### src/rtl/uart_word_assembler_pkg.sv
// Shared definitions for the UART word assembler: receiver state encoding
// and default timing constants (25 MHz clock, 115200 baud).
package uart_word_assembler_pkg;

  localparam int DEF_CLKS_PER_BIT = 217;
  localparam int DEF_TIMEOUT_CLKS = 4340;

  typedef enum logic [2:0] {
    ST_IDLE  = 3'd0,
    ST_START = 3'd1,
    ST_DATA  = 3'd2,
    ST_STOP  = 3'd3,
    ST_BREAK = 3'd4
  } rx_state_t;

endpackage

### src/rtl/uart_byte_deser.sv
// 8N1 byte deserializer with a 2-flop input synchronizer.
//
//   state    | meaning
//   ---------+-----------------------------------------------------------
//   ST_IDLE  | line idle, waiting for a low level (start bit)
//   ST_START | counting to mid start bit; high there = glitch, drop it
//   ST_DATA  | sampling 8 data bits LSB-first, one bit period apart
//   ST_STOP  | sampling the stop bit; low = framing error
//   ST_BREAK | after a framing error, wait for the line to return high
//
// byte_valid_o / frame_err_o / start_o are combinational and only asserted
// in the clock of the deciding sample; the top registers them.
module uart_byte_deser
  import uart_word_assembler_pkg::*;
#(
  parameter int CLKS_PER_BIT = DEF_CLKS_PER_BIT
) (
  input  logic       CLK_25MHZ,
  input  logic       RSTN,
  input  logic       RXD,
  output logic       byte_valid_o,
  output logic [7:0] byte_data_o,
  output logic       frame_err_o,
  output logic       start_o,
  output logic       idle_o
);

  localparam int            CW      = $clog2(CLKS_PER_BIT + 1);
  localparam logic [CW-1:0] HALF    = CW'(CLKS_PER_BIT / 2);
  localparam logic [CW-1:0] FULL_M1 = CW'(CLKS_PER_BIT - 1);

  logic          rxd_meta_q, rxd_sync_q;
  rx_state_t     state_q, state_d;
  logic [CW-1:0] cnt_q, cnt_d;
  logic [2:0]    bit_idx_q, bit_idx_d;
  logic [7:0]    shift_q, shift_d;

  // Synchronizer, state register and datapath registers.
  always_ff @(posedge CLK_25MHZ or posedge RSTN) begin
    if (RSTN) begin
      rxd_meta_q <= 1'b1;
      rxd_sync_q <= 1'b1;
      state_q    <= ST_IDLE;
      cnt_q      <= '0;
      bit_idx_q  <= '0;
      shift_q    <= '0;
    end else begin
      rxd_meta_q <= RXD;
      rxd_sync_q <= rxd_meta_q;
      state_q    <= state_d;
      cnt_q      <= cnt_d;
      bit_idx_q  <= bit_idx_d;
      shift_q    <= shift_d;
    end
  end

  // Next-state, bit timing and sampling decisions.
  always_comb begin
    state_d      = state_q;
    cnt_d        = cnt_q;
    bit_idx_d    = bit_idx_q;
    shift_d      = shift_q;
    byte_valid_o = 1'b0;
    frame_err_o  = 1'b0;
    start_o      = 1'b0;
    case (state_q)
      ST_IDLE: begin
        if (!rxd_sync_q) begin
          state_d   = ST_START;
          cnt_d     = '0;
          bit_idx_d = '0;
          start_o   = 1'b1;
        end
      end
      ST_START: begin
        if (cnt_q == HALF) begin
          cnt_d   = '0;
          state_d = rxd_sync_q ? ST_IDLE : ST_DATA;
        end else begin
          cnt_d = cnt_q + 1'b1;
        end
      end
      ST_DATA: begin
        if (cnt_q == FULL_M1) begin
          cnt_d     = '0;
          shift_d   = {rxd_sync_q, shift_q[7:1]};
          bit_idx_d = bit_idx_q + 3'd1;
          if (bit_idx_q == 3'd7) state_d = ST_STOP;
        end else begin
          cnt_d = cnt_q + 1'b1;
        end
      end
      ST_STOP: begin
        if (cnt_q == FULL_M1) begin
          cnt_d = '0;
          if (rxd_sync_q) begin
            byte_valid_o = 1'b1;
            state_d      = ST_IDLE;
          end else begin
            frame_err_o = 1'b1;
            state_d     = ST_BREAK;
          end
        end else begin
          cnt_d = cnt_q + 1'b1;
        end
      end
      ST_BREAK: begin
        if (rxd_sync_q) state_d = ST_IDLE;
      end
      default: state_d = ST_IDLE;
    endcase
  end

  assign byte_data_o = shift_q;
  assign idle_o      = (state_q == ST_IDLE);

endmodule

### src/rtl/uart_word_assembler.sv
// Assembles four UART bytes (first byte least significant) into a 32-bit
// word; discards a partial word after an inter-byte idle timeout.
module uart_word_assembler
  import uart_word_assembler_pkg::*;
#(
  parameter int CLKS_PER_BIT = DEF_CLKS_PER_BIT,
  parameter int TIMEOUT_CLKS = DEF_TIMEOUT_CLKS
) (
  input  logic        CLK_25MHZ,
  input  logic        RSTN,
  input  logic        RXD,
  output logic        o_Rx_DV,
  output logic [31:0] o_Rx_Four_Bytes,
  output logic        o_Frame_Err,
  output logic        o_Timeout
);

  localparam int            IW      = $clog2(TIMEOUT_CLKS + 1);
  localparam logic [IW-1:0] TMO_MAX = IW'(TIMEOUT_CLKS);

  logic          byte_valid, frame_err, start_det, deser_idle;
  logic [7:0]    byte_data;
  logic [1:0]    byte_idx_q, byte_idx_d;
  logic [31:0]   asm_q, asm_d;
  logic [31:0]   word_q, word_d;
  logic [IW-1:0] idle_cnt_q, idle_cnt_d;
  logic          dv_q, dv_d, ferr_q, ferr_d, tmo_q, tmo_d;
  logic          idle_run;

  uart_byte_deser #(.CLKS_PER_BIT(CLKS_PER_BIT)) u_deser (
    .CLK_25MHZ    (CLK_25MHZ),
    .RSTN         (RSTN),
    .RXD          (RXD),
    .byte_valid_o (byte_valid),
    .byte_data_o  (byte_data),
    .frame_err_o  (frame_err),
    .start_o      (start_det),
    .idle_o       (deser_idle)
  );

  // Word assembly, idle timeout and output pulse registers.
  always_ff @(posedge CLK_25MHZ or posedge RSTN) begin
    if (RSTN) begin
      byte_idx_q <= '0;
      asm_q      <= '0;
      word_q     <= '0;
      idle_cnt_q <= '0;
      dv_q       <= 1'b0;
      ferr_q     <= 1'b0;
      tmo_q      <= 1'b0;
    end else begin
      byte_idx_q <= byte_idx_d;
      asm_q      <= asm_d;
      word_q     <= word_d;
      idle_cnt_q <= idle_cnt_d;
      dv_q       <= dv_d;
      ferr_q     <= ferr_d;
      tmo_q      <= tmo_d;
    end
  end

  // Byte placement, word completion and timeout decisions.
  always_comb begin
    byte_idx_d = byte_idx_q;
    asm_d      = asm_q;
    word_d     = word_q;
    idle_cnt_d = idle_cnt_q;
    dv_d       = 1'b0;
    ferr_d     = 1'b0;
    tmo_d      = 1'b0;
    idle_run   = deser_idle && (byte_idx_q != 2'd0);

    if (start_det) begin
      idle_cnt_d = '0;
    end else if (idle_run && (idle_cnt_q != TMO_MAX)) begin
      idle_cnt_d = idle_cnt_q + 1'b1;
    end

    // A timeout can only fire while the deserializer is idle, so it never
    // coincides with a byte or framing decision. A start bit detected in
    // the same clock simply begins the next word at index 0.
    if (idle_run && (idle_cnt_q == TMO_MAX - 1'b1)) begin
      tmo_d      = 1'b1;
      byte_idx_d = '0;
      asm_d      = '0;
    end else if (frame_err) begin
      ferr_d     = 1'b1;
      byte_idx_d = '0;
      asm_d      = '0;
    end else if (byte_valid) begin
      asm_d[{byte_idx_q, 3'b000} +: 8] = byte_data;
      byte_idx_d = byte_idx_q + 2'd1;
      if (byte_idx_q == 2'd3) begin
        word_d = {byte_data, asm_q[23:0]};
        dv_d   = 1'b1;
      end
    end
  end

  assign o_Rx_DV         = dv_q;
  assign o_Rx_Four_Bytes = word_q;
  assign o_Frame_Err     = ferr_q;
  assign o_Timeout       = tmo_q;

endmodule

### config.mk
export PLATFORM = sky130hd
export DESIGN_NAME = uart_word_assembler
export DESIGN_NICKNAME = d
export VERILOG_FILES = /design/src/rtl/uart_word_assembler_pkg.sv /design/src/rtl/uart_byte_deser.sv /design/src/rtl/uart_word_assembler.sv
export SDC_FILE = /design/constraint.sdc
export NUM_CORES = 1
export LEC_CHECK = 0
export ABC_CLOCK_PERIOD_IN_PS = 2600
export CORE_MARGIN = 5
export CORE_UTILIZATION = 45
export DETAILED_ROUTE_END_ITERATION = 6
export GPL_ROUTABILITY_DRIVEN = 0
export GPL_TIMING_DRIVEN = 1
export PLACE_DENSITY = 0.67
export SYNTH_ARGS = -nofsm -noshare
export SYNTH_HDL_FRONTEND = slang
export SYNTH_SLANG_ARGS = --single-unit
### constraint.sdc
create_clock -name CLK_25MHZ -period 2.6 [get_ports CLK_25MHZ]
set_input_delay 0.26 -clock CLK_25MHZ [delete_from_list [all_inputs] [get_ports CLK_25MHZ]]
set_output_delay 0.26 -clock CLK_25MHZ [all_outputs]
set_load 0.05 [all_outputs]
Word-level counts from Yosys, hierarchy flattened

Index checks and enable logic that the tools add are counted.

Register bits: 106
Bits in latches: 0
Bits in writable memories: 0
Bits in read-only memories: 0
Bits of input ports: 3
Output and inout port bits: 35
Logic and storage cells: 92
Memories: 0

Add/sub/neg operators: 5
Multipliers: 0
Div/mod/pow operators: 0
$lt $le $gt $ge: 0
Equality and inequality tests: 16
Shift-type cells: 2
Muxes and demuxes: 39
Bitwise operators: 2
Reduce and logical (&&, ||, !) cells: 15

Operators by type and width:

| cell                                                                    | number |
|---|---|
| 32-bit two-way mux                                                      | 3 |
| 32-bit bitwise mux                                                      | 1 |
| 8-bit by 7-bit variable shift with 32-bit output (first input constant) | 1 |
| 8-bit by 7-bit variable part select with 32-bit output                  | 1 |
| 3-bit two-way mux                                                       | 9 |
| 13-bit two-way mux                                                      | 2 |
| 8-bit two-way mux                                                       | 3 |
| 8-bit case mux with 3 select lines                                      | 1 |
| 3-bit case mux with 5 select lines                                      | 1 |
| 1-bit two-way mux                                                       | 14 |
| 13-bit by 1-bit adder with 13-bit output (second input constant)        | 1 |
| 13-bit == test (second input constant)                                  | 1 |
| 13-bit != test (second input constant)                                  | 1 |
| 2-bit by 1-bit != test with 1-bit output (second input constant)        | 5 |
| 8-bit by 1-bit adder with 8-bit output (second input constant)          | 1 |
| 8-bit by 7-bit == test with 1-bit output (second input constant)        | 1 |
| 8-bit == test (second input constant)                                   | 1 |
| 2-bit two-way mux                                                       | 4 |
| 5-bit negator with 7-bit output                                         | 1 |
| 3-bit by 2-bit == test with 1-bit output (second input constant)        | 2 |
| 3-bit == test (second input constant)                                   | 2 |
| 3-bit case mux with 2 select lines                                      | 1 |
| 6-bit AND reduction                                                     | 1 |
| 2-bit nonzero test                                                      | 3 |
| 13 further kinds                                                        | 18 |

Longest topological paths before layout

Gate-level depths: netlist (run 1).

Depth in word-level cells: 6
Gate-level depth with buffers: 7
Depth with buffers taken out: 6

Hierarchy

From an unflattened synthesis (run 1), not the netlist that was laid out.

Cell total of the unflattened synthesis: 370
Area, all modules: 4,520.6 sq um

Modules (own cells, without submodules):

| module              | instances | cells an instance | area an instance (sq um) | seq. area each (sq um) |
|---|---|---|---|---|
| uart_word_assembler | 1         | 251               | 3,226.8                  | 1,851.8 |
| uart_byte_deser     | 1         | 119               | 1,293.7                  | 603.1 |

Least setup slack after synthesis (run 1)

Ideal clock, no wire load.

Kind: reg2reg
From: reg byte_idx_q[0]
To: reg asm_q[0]
Library setup time: 0.121 ns
Arrival: 1.928 ns
Required time: 2.479 ns
Path slack: 0.551 ns
Stages on the path, launching flop included: 7
Buffers on the path: 0
Clock period less this slack: 2.049 ns
Path through: dfrtp_1 inv_1 ha_1 or4_1 nor3b_2 a2bb2oi_1 a22o_1

Cells in the longest elaborated chain, start to end: 6
Elaborated cells on any way between the ends: 11
Those cells by class: add/sub: 1; shift: 2; mux: 4; reduce/logical: 4

RTL lines:

| item                                                                                                                       | RTL line                  | RTL |
|---|---|---|
| start: declaration                                                                                                         | uart_word_assembler.sv:23 | `logic [1:0] byte_idx_q, byte_idx_d;` |
| start signal: assignment                                                                                                   | uart_word_assembler.sv:52 | `byte_idx_q <= byte_idx_d;` |
| 5-bit negator with 7-bit output                                                                                            | uart_word_assembler.sv:91 | `asm_d[{byte_idx_q, 3'b000} +: 8] = byte_data;` |
| 8-bit by 7-bit variable part select with 32-bit output or 8-bit by 7-bit variable shift with 32-bit output (tied branches) | uart_word_assembler.sv:91 |  |
| 32-bit bitwise mux                                                                                                         | uart_word_assembler.sv:91 |  |
| 32-bit two-way mux                                                                                                         | uart_word_assembler.sv:90 | `end else if (byte_valid) begin` |
| 32-bit two-way mux                                                                                                         | uart_word_assembler.sv:86 | `end else if (frame_err) begin` |
| 32-bit two-way mux                                                                                                         | uart_word_assembler.sv:82 | `if (idle_run && (idle_cnt_q == TMO_MAX - 1'b1)) begin` |
| end signal: assignment                                                                                                     | uart_word_assembler.sv:53 | `asm_q <= asm_d;` |
| end: declaration                                                                                                           | uart_word_assembler.sv:24 | `logic [31:0] asm_q, asm_d;` |

Parallel ways exist; a longest one is shown, timed or not. The select of a mux whose other input is x is not followed.
A chain may end at the register's enable or synchronous reset.

Final worst setup path (run 1)

From: reg byte_idx_q[0]
To: reg byte_idx_q[0]

Cells in the longest elaborated chain, start to end: 4
Elaborated cells on any way between the ends: 8
Those cells by class: add/sub: 1; mux: 3; reduce/logical: 4

RTL lines:

| item                                                                         | RTL line |
|---|---|
| 2-bit by 1-bit adder with 2-bit output or 2-bit nonzero test (tied branches) | uart_word_assembler.sv:92, uart_word_assembler.sv:71 |
| 2-bit two-way mux or 1-bit logical AND (tied branches)                       | uart_word_assembler.sv:90, uart_word_assembler.sv:71 |
| 2-bit two-way mux or 1-bit logical AND (tied branches)                       | uart_word_assembler.sv:86, uart_word_assembler.sv:82 |
| 2-bit two-way mux or 3-bit nonzero test (tied branches)                      | n/a |

Parallel ways exist; a longest one is shown, timed or not. The select of a mux whose other input is x is not followed.

==> results of run 1 <==
## power breakdown
part | switching, mW | internal, mW
Sequential | 0.00245 | 1.53
Combinational | 0.0330 | 0.00883
Clock | 0.575 | 0.396
## worst paths after layout
kind | endpoint | depth (start not counted)
hold / removal | o_Rx_Four_Bytes[2] | 2
hold reg to reg | u_deser.rxd_sync_q | 0
setup reg to reg | byte_idx_q[0] | 6
setup / recovery | byte_idx_q[0] | 6
min in group CLK_25MHZ | u_deser.rxd_meta_q | 1
max in group asynchronous | u_deser.rxd_meta_q | 3
## state kept, by name, indices dropped and copies added (netlist names)
signal,cells
o_Rx_Four_Bytes,32
u_deser.rxd_meta_q,1
asm_q,24
u_deser.rxd_sync_q,1
o_Rx_DV,1
u_deser.state_q,3
idle_cnt_q,13
byte_idx_q,2
u_deser.byte_data_o,8
o_Frame_Err,1
u_deser.cnt_q,8
u_deser.bit_idx_q,3
o_Timeout,1
## kinds of logic (layout without fill, tap and decap cells)
family,Yosys count,in the layout,synth area share (%)
buffers and inverters,28,71,3.78
DFF,98,98,53.7
adders and majority gates,11,11,3.01
AOI/OAI and AO/OA,68,68,10.7
and+or+nand+nor,111,111,14.6
xor gates and xnor gates,6,6,1.15
muxes,43,43,13.0
## critical path: stages, from the launching register on
cell and delay, ps:
dfrtp_1 530, inv_1 140, ha_1 250, or4_1 470, nor3b_2 260, and2_1 420, nor2_1 110
## through the flow
| step | util (%) | setup WS (ps) | power, mW | cells | cell area, um^2 |
|---|---|---|---|---|---|
| after floorplan | - | 551 | 1.59 | 365 | 4580 |
| after global placement | 51.4 | 333 | 1.60 | 525 | 5040 |
| after detailed placement | 51.4 | 262 | 1.60 | 525 | 5040 |
| after CTS | 53.4 | 252 | 2.58 | 541 | 5240 |
| after global routing | 53.4 | 70.9 | 2.65 | 541 | 5240 |
| final | 53.4 | 282 | 2.54 | 541 | 5240 |
## layout make-up
type	count	share of cell area, %
Tap cell	133	3.17
Clock buffer	10	2.63
Inverter	12	0.931
Multi-Input combinational cell	239	37.1
Clock inverter	6	1.19
Timing Repair Buffer	43	8.16
Sequential cell	98	46.8
## cells in the final DEF (no fill, tap or decap), types with 9 or more instances in the layout
cell              n
a21oi_1          10
a22o_1           18
a22oi_1          11
clkbuf_8         10
clkdlybuf4s50_1  37
dfrtp_1          96
ha_1             11
inv_1            11
mux2_2           11
mux2_4           30
nand2_1          17
nand3_1           9
nand4_1          10
nor2_1           30
o21ai_0          12
## metal layers
metal | vias to the layer above | global-route usage (%) | part of all wire, %
met5 | - | 0 | 0
met4 | 0 | 4.76 | 2.1
met3 | 17 | 5.08 | 4.1
met2 | 56 | 23.8 | 48
met1 | 1488 | 19.6 | 46
li1 | 1424 | - | -
==> summary.md, run 1 <==
| Metric | Value |
|---|---|
| Largest net degree at the start of global routing | 80 |
| Dominant synthesized flop cell | dfrtp_1 |
| Worst setup SP type | flop |
| Req. time, crit path | 2830 ps |
| Antenna violations before repair | 0 |
| Layout area overhead | 14.7% |
| Per-cell routed wire length | 16.3 um |
| Detailed Route Iter0 Violations | 93 |
| Mapped Cells | 365 |
| Routed vias | 2985 |
| # IOs | 38 |
| Critical path class | flop to flop |
| Nets@finish | 417 |
| Crit-path max FO | 11 |
| Core area | 9820 um^2 |
| Crit path from | byte_idx_q[0] |
| Synth Register Bits | 98 |
| Slew Limit Fails | 0 |
| WL final | 8.82 mm |
| Post-route minimum period | 2320 ps |
| Post-route DRC | 0 |
| Port buffer count | 37 |
| Num CTS Buffers | 9 |
| Vias in the first global route | 3025 |
| Row Count | 36 |
| Fmax | 0.431 GHz |
| Antenna Cells | 0 |
| Clock Latency Late Sink | 370 ps |
| Avg Cell Area, Syn | 12.5 um^2 |
| Starting Density | 46.6% |
| Cts repair resizes | 0 |
| Clock transition at the registers of the reported paths | 110 ps |
| R2R Path Start | byte_idx_q[0] |
| Worst hold path type | input pin to async pin |
| CP Capture Type | flop |
| Vias per inst | 5.52 |
| Peak supply drop | 0.283 mV |
| Top cells by count, synth | dfrtp_1 (96), mux2_4 (30), nor2_1 (30) |
| Final critical-path share of the clock period | 89.2% |
| DRT antenna net count | 0 |
| Post-CTS Repair Setup Buffers | 0 |
| Layout cells sized above 1 | 18.9% |
| Seq/Total Area, Yosys | 53.7% |
| Gr ovfl total | 0 |
| Maxcap violations | 0 |
| Netlist cell types | 51 |
| YS warnings | 0 |
| Largest area contributor in the netlist | dfrtp_1 |
| Net Count, Synth | 379 |
| H-tree levels | 3 |
| WP data arrival | 2550 ps |
| Area taken by multi-input logic gates | 1940 um^2 |
| Synth async-reset ratio | 100% |
| Pwr per Cell Area | 485 nW/um^2 |
| Die height | 111 um |
| Pleak | 2.47 nW |
| Hold bufs inserted after CTS | 0 |
| R2R Setup Slk | 280 ps |
| Largest cells by area after synthesis | dfrtp_1 (53%), mux2_4 (9.9%), a22o_1 (3.4%), ha_1 (3.0%), mux2_2 (2.7%) |
| Slew headroom | 42.2% |
| CTS tree | built |
| Total track usage | 15.1% |
| CTS max path bufs | 2 |
| Worst slew pin tran | 866 ps |
| Skew final | 14.6 ps |
| Number of fill cells | 878 |
| RSZ-0062 raised after global routing | false |
| Die Span X | 111 um |
| Hold WS | 235 ps |
| Die Area | 12300 um^2 |
| First-pass GRT wire length | 15.2 mm |
| Clock root buffer | clkbuf_8 |
| Post-synth EDFFs | 0 |
| Hold Fails Final Rpt | 0 |
| Sequential Area | 2450 um^2 |
| Area of the mapped netlist | 4570 um^2 |
| Count leader, synth | dfrtp_1 |
| Setup TNS | 0 ps |
| TritonRoute pass-1 iters | 4 |
| Final setup vio count | 0 |
| CTS sink cnt | 98 |
| DP HPWL | 6.07 mm |
| Status | finished clean |
| Proportion of netlist area held by the largest area contributor | 52.5% |
No activity file was read; power rests on OpenSTA's default activity.
==> run 2, diff against run 1 <==
ABC_AREA = 1   (was not set)
CELL_PAD_IN_SITES_DETAIL_PLACEMENT = 0   (was not set)
CELL_PAD_IN_SITES_GLOBAL_PLACEMENT = 1   (was not set)
CORE_UTILIZATION = 39   (was 45)
PLACE_DENSITY = not set   (was 0.67)
PLACE_DENSITY_LB_ADDON = 0.1   (was not set)
==> run 2 against run 1 <==
  * Global-route usage increased by 0.23 points
  * Largest power group unchanged
  * Critical endpoint is now asm_q[11]
  * Setup slack improved by 320 ps
  * Sequential cell count did not move
  * Critical path type unchanged
  * Synthesized cell count up 61%
==> summary.md, run 2 <==
| Metric | Value |
|---|---|
| Vias in the first global route | 3789 (+25%) |
| Fmax | 0.502 GHz (+16%) |
| Crit-path max FO | 6 (-5) |
| Status | finished clean |
| Row Count | 40 (+11%) |
| FF-to-FF path depth | 10 (+4) |
| TritonRoute pass-1 iters | 4 (unchanged) |
| Post-synthesis compound-gate area fraction | 4.04% (-6.7 points) |
| Main combinational cell family by area after synthesis | simple AND/OR/NAND/NOR gates |
| Antenna violations before repair | 0 (unchanged) |
| Netlist cell types | 32 (-37%) |
| H-tree levels | 3 (unchanged) |
| CTS tree | built |
| WL final | 10.3 mm (+17%) |
| Net Count, Synth | 602 (+59%) |
| Post-route minimum period | 1990 ps (-325 ps) |
| Largest area contributor in the netlist | dfrtp_1 |
| Nets@finish | 641 (+54%) |
| Hold depth | 1 |
| Worst path max stage delay | 410 ps (-120 ps) |
| Post-Synth XOR/XNOR Area | 1.66% (+0.51 points) |
| Post-route DRC | 0 (unchanged) |
| Slew headroom | 61.2% (+19 points) |
| Gr ovfl total | 0 (unchanged) |
| Post-synth EDFFs | 0 (unchanged) |
| Total track usage | 15.3% (+0.23 points) |
| Commonest non-fill, non-tap cells in the layout | nand2_1 (229), dfrtp_1 (96), nand3_1 (49), nor2_1 (49), inv_1 (45) |
| Area of the mapped netlist | 4740 um^2 (+3.7%) |
| Antenna Cells | 0 (unchanged) |
| Synth Register Bits | 98 (unchanged) |
| Total power | 2.78 mW (+9.3%) |
| Pleak | 2.76 nW (+12%) |
| Worst setup SP type | flop |
| Mapped Cells | 588 (+61%) |
| Final critical-path share of the clock period | 76.7% (-12 points) |
| Critical path class | flop to flop |
| Maxcap violations | 0 (unchanged) |
| Adder-cell share of the synthesized area | 2.90% (-0.11 points) |
| Peak supply drop | 0.238 mV (-16%) |
| Clock root buffer | clkbuf_16 |
| Multiplexer share of the synthesized area | 0.211% (-13 points) |
| Pwr per Cell Area | 502 nW/um^2 (+3.6%) |
| Synth async-reset ratio | 100% (unchanged) |
| Top cells by count, synth | nand2_1 (229), dfrtp_1 (96), nand3_1 (49), nor2_1 (49), inv_1 (46) |
| Cts repair resizes | 0 (unchanged) |
| Num CTS Buffers | 9 (unchanged) |
| RSZ-0062 raised after global routing | false |
| Cell mode on critical path | nand2_1 |
| R2R Setup Slk | 610 ps (+320 ps) |
| Vias per inst | 4.89 (-11%) |
| Slew Limit Fails | 0 (unchanged) |
| Port buffer count | 37 (unchanged) |
| Synthesized-area fraction occupied by and/or/nand/nor cells | 33.9% (+19 points) |
| Die height | 120 um (+8.5%) |
| Per-cell routed wire length | 13.2 um (-19%) |
| Worst slew pin tran | 582 ps (-284 ps) |
| Final WS setup | 607 ps (+325 ps) |
| Die Area | 14500 um^2 (+18%) |
| Setup WS pre-CTS | 610 ps (+348 ps) |
| Largest net degree at the start of global routing | 99 (+24%) |
| Skew final | 7.20 ps (-7.40 ps) |
| Cell family with most CP delay | simple AND/OR/NAND/NOR gates |
| Largest cells by area after synthesis | dfrtp_1 (51%), nand2_1 (18%), nand3_1 (5.2%), nor2_1 (3.9%), inv_1 (3.6%) |
| Proportion of netlist area held by the largest area contributor | 50.7% (-1.9 points) |
| Hold WS | 313 ps (+78.0 ps) |
| Clock Latency Late Sink | 350 ps (-20 ps) |
| CTS max path bufs | 2 (unchanged) |
| Starting Density | 39.6% (-6.9 points) |
| Clock transition at the registers of the reported paths | 70 ps (-40 ps) |
| DP HPWL | 7.17 mm (+18%) |
| Layout cells sized above 1 | 6.80% (-12 points) |
| Final setup vio count | 0 (unchanged) |
| Critical Path Slowest Stage Cell | dfrtp_1 |
| Avg Cell Area, Syn | 8.06 um^2 (-36%) |
| YS warnings | 0 (unchanged) |
| Layout area overhead | 16.6% |
| Dominant synthesized flop cell | dfrtp_1 |
| FF-to-FF End | asm_q[11] |
| Startpoint of the worst hold path | RXD |
| Core area | 12000 um^2 (+22%) |
| Max reg flops | 32 (unchanged) |
| First-pass GRT wire length | 18.0 mm (+18%) |
| Worst hold path type | input pin to flop |
| Hold Fails Final Rpt | 0 (unchanged) |
| Finished Layout Cells | 779 (+44%) |
| Worst Path Buf+Inv | 2 (+1) |
| # IOs | 38 (unchanged) |
| Die Span X | 120 um (+8.5%) |
| Hold Path Sink | u_deser.rxd_meta_q |
| CP Capture Type | flop |
| CTS sink cnt | 98 (unchanged) |
| Req. time, crit path | 2840 ps (about the same) |
| Setup TNS | 0 ps (unchanged) |
| WP data arrival | 2230 ps (-320 ps) |
| Crit-path cells | inv_1 -> ha_1 -> nand4_1 -> nor2_1 -> buf_4 -> nand2_1 -> nor2_1 -> nor2_2 -> nand2_1 -> nand2_1 |
| Hold bufs inserted after CTS | 0 (unchanged) |
| Placed Cells | 763 (+45%) |
| Post-CTS Repair Setup Buffers | 0 (unchanged) |
| DRT antenna net count | 0 (unchanged) |
| Detailed Route Iter0 Violations | 161 (+73%) |
| Commonest non-fill, non-tap cell in the layout | nand2_1 |
| Count leader, synth | nand2_1 |
| Routed vias | 3809 (+28%) |
| Seq/Total Area, Yosys | 51.8% (-1.9 points) |
| R2R Path Start | u_deser.cnt_q[0] |
## run 2: per-layer routing
metal | GRT usage [%] | up-vias | wire length [um] | part of all wire (%)
met5 | 0 | - | 0 | 0
met4 | 6.44 | 0 | 193 | 1.9
met3 | 2.67 | 12 | 241 | 2.3
met2 | 25.6 | 35 | 4950 | 48
li1 | - | 1955 | - | -
met1 | 19.6 | 1807 | 4910 | 48
## run 2: logic make-up (layout without fill, tap and decap cells)
kind of cell | count (synthesis) | in the layout
AND/OR/NAND/NOR | 371 | 371
adder cells (fa/ha/maj) | 11 | 11
XOR/XNOR | 9 | 9
flip-flops | 98 | 98
multiplexers | 1 | 1
buffers and inverters | 63 | 107
AO/OA/AOI/OAI | 35 | 35
## run 2: power breakdown
part / internal [mW] / total, mW / switching, mW
Sequential: 1.53 / 1.53 / 0.00219
Combinational: 0.00646 / 0.0380 / 0.0315
Clock: 0.646 / 1.21 / 0.563
## run 2: cell type report
class	count	area, um^2
Fill cell	1220	6430
Clock buffer	11	233
Multi-Input combinational cell	427	2030
Inverter	51	195
Sequential cell	98	2450
Clock inverter	5	31.3
Tap cell	147	184
Timing Repair Buffer	40	405
## run 2: worst reg2reg max path, delay by kind of cell (launching register included)
kind / cells / cell delay [ps]
AND/OR/NAND/NOR: 7 / 960
flip-flops: 1 / 410
buffers and inverters: 2 / 330
adder cells (fa/ha/maj): 1 / 190
## run 2: per-stage QoR
| stage | area [um^2] | util (%) |
|---|---|---|
| floorplan | 4740 | - |
| global placement | 5270 | 44.0 |
| detailed placement | 5270 | 44.0 |
| CTS | 5530 | 46.2 |
| global route | 5530 | 46.2 |
| finish | 5530 | 46.2 |
## run 2: how the worst max path moves through the flow
stage | from | to | slack [ps] | cells after the start
after floorplan | u_deser.cnt_q[0] | asm_q[16] | 1010 | 10
after global placement | u_deser.state_q[0] | idle_cnt_q[5] | 660 | 8
after detailed placement | u_deser.cnt_q[0] | asm_q[11] | 610 | 10
after CTS | u_deser.cnt_q[0] | asm_q[11] | 590 | 10
after global routing | u_deser.state_q[0] | idle_cnt_q[10] | 410 | 8
final | u_deser.cnt_q[0] | asm_q[11] | 610 | 10
==> run 3, diff against run 2 <==
ABC_CLOCK_PERIOD_IN_PS = 1700   (was 2600)
clock period = 1.7 ns   (was 2.6 ns; I/O delays follow)
==> run 3 against run 2 <==
  * Critical path type is now flop to primary output
  * Register-to-register slack got worse by 540 ps
  * Utilization rose by 2.8 points
  * Highest routed layer unchanged
  * Global-route usage rose by 0.38 points
==> summary.md, run 3 (synthesized netlist as in run 2, its figures left out) <==
| Metric | Value |
|---|---|
| Status | finished clean |
| WP data arrival | 1500 ps (-730 ps) |
| Maxcap violations | 0 (unchanged) |
| Setup WS pre-CTS | 28.1 ps (-582 ps) |
| Pwr per Cell Area | 773 nW/um^2 (+54%) |
| Setup TNS | 0 ps (unchanged) |
| Num CTS Buffers | 9 (unchanged) |
| Gr ovfl total | 0 (unchanged) |
| Layout area overhead | 23.6% |
| Peak supply drop | 0.337 mV (+42%) |
| Antenna Cells | 0 (unchanged) |
| Post-route DRC | 0 (unchanged) |
| Skew final | 6.42 ps (-0.780 ps) |
| Crit path from | o_Rx_Four_Bytes[20] |
| Antenna violations before repair | 0 (unchanged) |
| CP Capture Type | primary output |
| Met3 WL | 272 um (+13%) |
| Cell family with most CP delay | buffers and inverters |
| Req. time, crit path | 1530 ps (-1310 ps) |
| Hold bufs inserted after CTS | 0 (unchanged) |
| Clock root buffer | clkbuf_16 |
| Starting Density | 39.6% (unchanged) |
| Final WS setup | 32.3 ps (-574 ps) |
| Fmax | 0.600 GHz |
| # IOs | 38 (unchanged) |
| Post-route minimum period | 1670 ps |
| Die height | 120 um (unchanged) |
| First-pass GRT wire length | 18.3 mm (+1.6%) |
| Crit-path cells | clkdlybuf4s50_1 |
| Die Span X | 120 um (unchanged) |
| Core area | 12000 um^2 (unchanged) |
| Total track usage | 15.7% (+0.38 points) |
| DRT antenna net count | 0 (unchanged) |
| Total power | 4.53 mW (+63%) |
| CTS sink cnt | 98 (unchanged) |
| Worst hold path type | input pin to flop |
| Per-cell routed wire length | 13.4 um (+1.2%) |
| Finished Layout Cells | 808 (+3.7%) |
| RSZ-0062 raised after global routing | true |
| Clock Latency Late Sink | 350 ps (about the same) |
| Row Count | 40 (unchanged) |
| Placed Cells | 789 (+3.4%) |
| Nets@finish | 670 (+4.5%) |
| Vias in the first global route | 3852 (+1.7%) |
| Layout cells sized above 1 | 14.8% (+8.0 points) |
| Port buffer count | 37 (unchanged) |
| Wire length on met2 | 5.31 mm (+7.4%) |
| Hold Fails Final Rpt | 0 (unchanged) |
| Die Area | 14500 um^2 (unchanged) |
| Worst Path Buf+Inv | 1 (-1) |
| Crit-path max FO | 2 (-4) |
| Routed vias | 3936 (+3.3%) |
| Worst setup SP type | flop |
| Largest net degree at the start of global routing | 99 (unchanged) |
| TritonRoute pass-1 iters | 4 (unchanged) |
| Max reg flops | 32 (unchanged) |
| WL final | 10.8 mm (+5.0%) |
| Critical path class | flop to primary output |
| Startpoint of the worst hold path | RXD |
| Worst slew pin tran | 522 ps (-60.6 ps) |
| Vias per inst | 4.87 (-0.37%) |
| Hold WS | 224 ps (-89.7 ps) |
| Pleak | 3.19 nW (+15%) |
| Final critical-path share of the clock period | 98.1% |
| Final setup vio count | 0 (unchanged) |
| H-tree levels | 3 (unchanged) |
| R2R Setup Slk | 70 ps (-540 ps) |
| Critical Path Slowest Stage Cell | clkdlybuf4s50_1 |
| R2R Path Start | u_deser.cnt_q[1] |
| Worst path max stage delay | 800 ps (+390 ps) |
| M1 wire length | 5.01 mm (+2.0%) |
| Slew Limit Fails | 0 (unchanged) |
| Clock transition at the registers of the reported paths | 70 ps (about the same) |
| DR top layer | met4 |
| Commonest non-fill, non-tap cells in the layout | nand2_1 (227), dfrtp_1 (96), nand3_1 (49) |
| CTS tree | built |
| Detailed Route Iter0 Violations | 124 (-23%) |
| DP HPWL | 7.39 mm (+3.0%) |
| Slew headroom | 65.2% (+4.0 points) |
| Commonest non-fill, non-tap cell in the layout | nand2_1 |
| CTS max path bufs | 2 (unchanged) |
==> run 3: changes by cell type in the layout (fill, tap and decap cells not counted), moves of 6 or more <==
| cell | change |
|---|---|
| buf_4 | +39 |
| dlymetal6s2s_1 | +10 |
| nor2_1 | -6 |
| clkdlybuf4s50_1 | -27 |
==> run 3: metrics by stage <==
stage | instance area [um^2] | utilization [%]
global placement | 5440 | 45.5
floorplan | 4740 | -
global route | 5860 | 49.0
finish | 5860 | 49.0
CTS | 5750 | 48.1
detailed placement | 5440 | 45.5
==> run 3: layout make-up <==
class	instances	area [um^2]
clock inverters	5	62.6
flip-flops and latches	98	2450
repair buffers	69	637
multi-input cells	427	2080
inverters	51	195
well taps	147	184
fillers	1201	6100
clock buffers	11	253
==> run 3: path summary, 6_finish.rpt <==
kind / endpoint / depth (start not counted)
setup / recovery: o_Rx_Four_Bytes[20] / 1
hold / removal: u_deser.rxd_meta_q / 1
max in group asynchronous: asm_q[20] / 3
hold reg to reg: u_deser.rxd_sync_q / 0
setup reg to reg: asm_q[15] / 10
min in group asynchronous: u_deser.byte_data_o[4] / 3
==> run 3: metal layers <==
| layer | track usage, % | vias to the layer above |
|---|---|---|
| met2 | 26.2 | 44 |
| met3 | 2.53 | 12 |
| met4 | 6.80 | 0 |
| li1 | - | 2009 |
| met5 | 0 | - |
| met1 | 20.1 | 1871 |
==> run 3: where the power goes <==
part,leakage (nW),internal (mW),total [mW],switching (mW)
Combinational,1.69,0.00988,0.0590,0.0491
Sequential,1.35,2.34,2.34,0.00329
Clock,0.148,1.23,2.14,0.910
Total,3.19,3.57,4.53,0.963
==> run 3: what timing repair did <==
| action | in CTS | in global routing |
|---|---|---|
| gates resized for setup | 3 | 33 |
| setup buffers | 0 | 3 |
| pin swaps | 0 | 5 |
| hold endpoints to repair | 0 | 0 |
| setup endpoints to repair | 3 | 82 |
